--- src/rtl/eval_table_loader.sv ---
// Loads burst writes into the regex and firewall lookup tables. Each command
// writes one data word to consecutive addresses, and it only writes while the lookup path is idle.
module eval_table_loader #(
  parameter int REGEX_ADDR_W = 14,
  parameter int REGEX_DATA_W = 15,
  parameter int FW_ADDR_W    = 19,
  parameter int FW_DATA_W    = 64,
  parameter int CNT_W        = 8
) (
  input  logic                    axi_aclk,
  input  logic                    axi_aresetn,
  input  logic                    cmd_valid,
  output logic                    cmd_ready,
  input  logic                    cmd_target,
  input  logic [FW_ADDR_W-1:0]    cmd_addr,
  input  logic [FW_DATA_W-1:0]    cmd_data,
  input  logic [CNT_W-1:0]        cmd_count,
  input  logic                    lookup_idle,
  output logic                    regex_we,
  output logic [REGEX_ADDR_W-1:0] regex_addr,
  output logic [REGEX_DATA_W-1:0] regex_din,
  output logic                    fw_we,
  output logic [FW_ADDR_W-1:0]    fw_addr,
  output logic [FW_DATA_W-1:0]    fw_din,
  output logic                    busy,
  output logic                    done,
  output logic [15:0]             done_cnt,
  output logic                    err,
  input  logic                    err_clr
);

  typedef enum logic [1:0] {S_IDLE, S_WAIT, S_WRITE, S_DONE} state_e;

  // The width must hold the last address of the largest possible burst without overflowing.
  localparam int END_W = FW_ADDR_W + CNT_W + 1;

  state_e                  state_q, state_d;
  logic                    target_q;
  logic [FW_ADDR_W-1:0]    addr_q;
  logic [FW_DATA_W-1:0]    data_q;
  logic [CNT_W-1:0]        rem_q;
  logic [REGEX_ADDR_W-1:0] regex_addr_q;
  logic [REGEX_DATA_W-1:0] regex_din_q;
  logic [FW_ADDR_W-1:0]    fw_addr_q;
  logic [FW_DATA_W-1:0]    fw_din_q;
  logic [15:0]             done_cnt_q;
  logic                    err_q;

  logic             accept;
  logic             range_err;
  logic             issue;
  logic [CNT_W-1:0] cnt_eff;
  logic [END_W-1:0] last_rx;
  logic [END_W-1:0] last_fw;

  assign accept  = cmd_valid && (state_q == S_IDLE);
  assign cnt_eff = (cmd_count == '0) ? CNT_W'(1) : cmd_count;
  assign last_rx = END_W'(cmd_addr[REGEX_ADDR_W-1:0]) + END_W'(cnt_eff) - END_W'(1);
  assign last_fw = END_W'(cmd_addr) + END_W'(cnt_eff) - END_W'(1);
  assign range_err = cmd_target ? (|last_fw[END_W-1:FW_ADDR_W])
                                : (|last_rx[END_W-1:REGEX_ADDR_W]);

  // A write is issued on every edge that lands the FSM in WRITE.
  assign issue = (state_d == S_WRITE);

  // NOTE: sequential state uses non-blocking assignments so that every flop samples pre-edge values.
  always_ff @(posedge axi_aclk or negedge axi_aresetn) begin
    if (!axi_aresetn) state_q <= S_IDLE;
    else              state_q <= state_d;
  end

  always_comb begin
    // NOTE: a default first keeps every path assigned, so no latch is inferred.
    state_d = state_q;
    unique case (state_q)
      S_IDLE:  if (accept && !range_err) state_d = S_WAIT;
      S_WAIT:  if (lookup_idle) state_d = S_WRITE;
      S_WRITE: begin
        if (rem_q == '0)      state_d = S_DONE;
        else if (!lookup_idle) state_d = S_WAIT;
        else                   state_d = S_WRITE;
      end
      S_DONE:  state_d = S_IDLE;
      default: state_d = S_IDLE;
    endcase
  end

  always_comb begin
    cmd_ready = (state_q == S_IDLE);
    busy      = (state_q != S_IDLE);
    done      = (state_q == S_DONE);
    regex_we  = (state_q == S_WRITE) && !target_q;
    fw_we     = (state_q == S_WRITE) && target_q;
  end

  // rem_q counts the entries that have not been issued yet.
  always_ff @(posedge axi_aclk or negedge axi_aresetn) begin
    if (!axi_aresetn) begin
      target_q     <= 1'b0;
      addr_q       <= '0;
      data_q       <= '0;
      rem_q        <= '0;
      regex_addr_q <= '0;
      regex_din_q  <= '0;
      fw_addr_q    <= '0;
      fw_din_q     <= '0;
    end else if (accept && !range_err) begin
      target_q <= cmd_target;
      addr_q   <= cmd_addr;
      data_q   <= cmd_data;
      rem_q    <= cnt_eff;
    end else if (issue) begin
      addr_q <= addr_q + FW_ADDR_W'(1);
      rem_q  <= rem_q - CNT_W'(1);
      if (target_q) begin
        fw_addr_q <= addr_q;
        fw_din_q  <= data_q;
      end else begin
        regex_addr_q <= addr_q[REGEX_ADDR_W-1:0];
        regex_din_q  <= data_q[REGEX_DATA_W-1:0];
      end
    end
  end

  // If err is set and cleared in the same cycle, the set wins.
  always_ff @(posedge axi_aclk or negedge axi_aresetn) begin
    if (!axi_aresetn) begin
      err_q      <= 1'b0;
      done_cnt_q <= '0;
    end else begin
      if (accept && range_err) err_q <= 1'b1;
      else if (err_clr)        err_q <= 1'b0;
      if (state_q == S_DONE) done_cnt_q <= done_cnt_q + 16'd1;
    end
  end

  assign regex_addr = regex_addr_q;
  assign regex_din  = regex_din_q;
  assign fw_addr    = fw_addr_q;
  assign fw_din     = fw_din_q;
  assign done_cnt   = done_cnt_q;
  assign err        = err_q;

endmodule
--- config.mk ---
export PLATFORM = sky130hd
export DESIGN_NAME = eval_table_loader
export DESIGN_NICKNAME = d
export VERILOG_FILES = /design/src/rtl/eval_table_loader.sv
export SDC_FILE = /design/constraint.sdc
export NUM_CORES = 1
export LEC_CHECK = 0
export BUFFER_PORTS_ARGS = -buffer_cell sky130_fd_sc_hd__buf_2
export CORE_AREA = 2 2 185 187
export CTS_CLUSTER_DIAMETER = 200
export DETAILED_ROUTE_END_ITERATION = 8
export DIE_AREA = 0 0 187 189
export PLACE_DENSITY = 0.57
export SLEW_MARGIN = 20
export SYNTH_ARGS = -nofsm -noshare
export SYNTH_HDL_FRONTEND = slang
export SYNTH_SLANG_ARGS = --single-unit
--- constraint.sdc ---
create_clock -name axi_aclk -period 4.3 [get_ports axi_aclk]
set_input_delay 0.43 -clock axi_aclk [delete_from_list [all_inputs] [get_ports axi_aclk]]
set_output_delay 0.43 -clock axi_aclk [all_outputs]
set_load 0.01 [all_outputs]
==> metrics.md <==
| Metric | Value |
|---|---|
| Status | finished, violations left |
| Violated checks | negative hold slack |
| N_diodes | 0 |
| Max Freq | 0.300 GHz |
| Pre-CTS setup slack | 412 ps |
| Worst path required time | 4700 ps |
| First-pass GRT wire length | 38900 µm |
| Commonest cells in the netlist | dfrtp_1 (223), mux2_2 (117), mux2_4 (60) |
| Synthesized cell area | 10200 µm² |
| Final Cycle Share | 77.6% |
| Clock tree buffer depth | 3 |
| Gpl congestion | 0.781 |
| Mux contribution to synthesized area | 22.6% |
| Synth Area in XOR/XNOR | 3.60% |
| Crit path kind | in2reg |
| #FFs+latches synth | 223 |
| DR WL/cell | 16.6 µm |
| HP Class | in2async |
| Setup bufs post-CTS | 0 |
| Drt pass-1 iters | 4 |
| Row Count | 67 |
| Leakage power | 6.06 nW |
| CTS Buf Count | 26 |
| Final WS setup | 963 ps |
| Final Max Tran Viols | 0 |
| CP arrival | 3730 ps |
| Setup_tns | 0 ps |
| Mapped Cells | 760 |
| Post-DP HPWL | 17600 µm |
| R2R cell count | 6 |
| Top_reg_cell synth | dfrtp_1 |
| Post-DR vias/cell | 4.59 |
| Sequential share of the synthesized area | 54.6% |
| Aggregate global routing overflow | 0 |
| Vias in the first global route | 6961 |
| Adder-cell share of the synthesized area | 3.67% |
| Antenna Violating Nets Remaining | 0 |
| Layout cells sized above 1 | 45.8% |
| Count leader, synth | dfrtp_1 |
| RSZ-0062 raised after global routing | false |
| Die Area | 35300 µm² |
| Vias | 6725 |
| Worst setup path start | cmd_count[3] |
| Syn_area_per_cell | 13.5 µm² |
| Worst-Skew Late Latency | 530 ps |
| Slew HR | 33.0% |
| PwrDens | 711 nW/µm² |
| CP Launch Type | primary input |
| CTS tree | built |
| Largest family of logic cells by synthesized area | multiplexers |
| P&R area growth vs syn | 23.8% |
| Core ar. | 33300 µm² |
| Hold Slack | -25.1 ps |
| Clk slew on worst S/H paths | 60 ps |
| DRC violations left | 0 |
| Nets@finish | 1127 |
| Post-CTS Resized | 0 |
| Port buffer count | 230 |
| Final Util | 38.0% |
| Synth Area in Compound Gates | 5.14% |
| CTS Sinks | 223 |
| Ports | 231 |
| Htree depth | 1 |
| Hold Buf Count CTS | 0 |
| Initial antenna violation count | 0 |
| DR iter-0 viols | 290 |
| Root buffer cell | clkbuf_16 |
| Post-synthesis simple-gate area fraction | 5.96% |
| Number of distinct library cells after synthesis | 53 |
| Post-synth EDFFs | 0 |
| Largest net degree at the start of global routing | 124 |
| Global Route Usage Sum | 13.7% |
| Skew final | 23.3 ps |
| Routed wire length | 24300 µm |
| Synth Net Count | 887 |
| Yosys top cell by area | dfrtp_1 |
| Die Ht | 189 µm |
| Measured slew at the worst slew-check pin | 1000 ps |
| CP Capture Type | flop |
| Synth Warn # | 0 |
| Starting density of the core | 30.7% |
| FF-to-FF Start | rem_q[2]$_DFFE_PN0P_ |
| Fill cells | 3282 |
| MaxCap Viol Count | 0 |
| Min Tclk post-route | 3340 ps |
| Worst vdd ir | 0.301 mV |
| Die Wd | 187 µm |
| Synth area leaders | dfrtp_1 (55%), mux2_2 (13%), mux2_4 (8.8%), ha_1 (3.7%), xnor2_1 (2.1%) |
| Post-synth top area share | 54.6% |
| Largest fanout on the critical path | 29 |
| Final setup viols | 0 |
| Hold Violations, Final | 10 |
| Fraction of registers with async set/reset | 100% |
## sequential cells by signal (all words and copies together) (netlist names)
| name | count |
|---|---|
| addr_q | 19 |
| fw_addr | 19 |
| done_cnt | 16 |
| fw_din | 64 |
| rem_q | 8 |
| err | 1 |
| regex_din | 15 |
| target_q | 1 |
| state_q | 2 |
| regex_addr | 14 |
| data_q | 64 |
## cell usage in the layout (no fill, tap or decap), types with 4 or more instances in the layout
cell and instances:
clkbuf_1 4, clkbuf_8 5, nand2_1 29, nor3_1 11, nand3_1 21, a21oi_1 35
and2_1 4, clkbuf_16 26, o21ai_0 13, mux2i_1 7, ha_1 30, dfrtp_1 223
xnor2_1 24, buf_12 4, nand4_1 8, mux2_2 117, a211oi_1 4, inv_1 51
xor2_1 18, buf_4 6, and3_1 5, buf_2 229, mux2_4 60, nor2_1 19
## worst max-delay path, stage by stage
cell and delay, ps:
buf_2 130, inv_1 50, ha_1 270, inv_1 50
ha_1 310, a2111o_1 420, a211oi_1 220, a211oi_1 120
or3_1 380, a21oi_1 260, a21o_1 140, and2_4 310
buf_12 280, mux2_4 330
## worst paths after layout
check / to / slack [ps]
worst max register to register: fw_din[4]$_DFFE_PN0P_ / 1140
worst max-delay path: data_q[10]$_DFFE_PN0P_ / 960
worst min register to register: done_cnt[15]$_DFFE_PN0P_ / 480
min in group axi_aclk: err$_DFFE_PN0P_ / 90
worst min-delay path: data_q[32]$_DFFE_PN0P_ / -30
max in group asynchronous: data_q[5]$_DFFE_PN0P_ / 3330
## cell type report
| type | count | area (µm²) | share of cell area [%] |
|---|---|---|---|
| Sequential cell | 223 | 5580 | 44.1 |
| Multi-Input combinational cell | 458 | 4200 | 33.2 |
| Timing Repair Buffer | 240 | 1290 | 10.2 |
| Clock buffer | 35 | 734 | 5.80 |
| Tap cell | 448 | 561 | 4.43 |
| Inverter | 51 | 191 | 1.51 |
| Clock inverter | 10 | 101 | 0.801 |
## logic make-up after synthesis
kind of cell             after synthesis
AND/OR/NAND/NOR                      118
adder cells (fa/ha/maj)               30
XOR/XNOR                              42
AO/OA/AOI/OAI                         82
buffers and inverters                 79
flip-flops                           223
multiplexers                         186
## per-layer routing
metal | part of all wire [%] | GRT usage [%]
met5 | 0 | 0
met4 | 1.6 | 3.51
met3 | 4.9 | 2.45
met2 | 47 | 22.2
met1 | 46 | 18.9
## power by group
group | switching [W] | leakage [nW] | internal [W]
sequential | 0.000654 | 2.69 | 0.00311
combinational | 0.00141 | 2.97 | 0.00170
clock | 0.000874 | 0.403 | 0.00126
## through the flow
step | instances | power (W) | instance area, µm²
CTS | 1465 | 0.00915 | 12700
floorplan | 760 | 0.00577 | 10200
global placement | 1420 | 0.00687 | 11800
detailed placement | 1420 | 0.00696 | 11800
finish | 1465 | 0.00900 | 12700
global route | 1465 | 0.00960 | 12700
(Power assumes the default switching activity.)
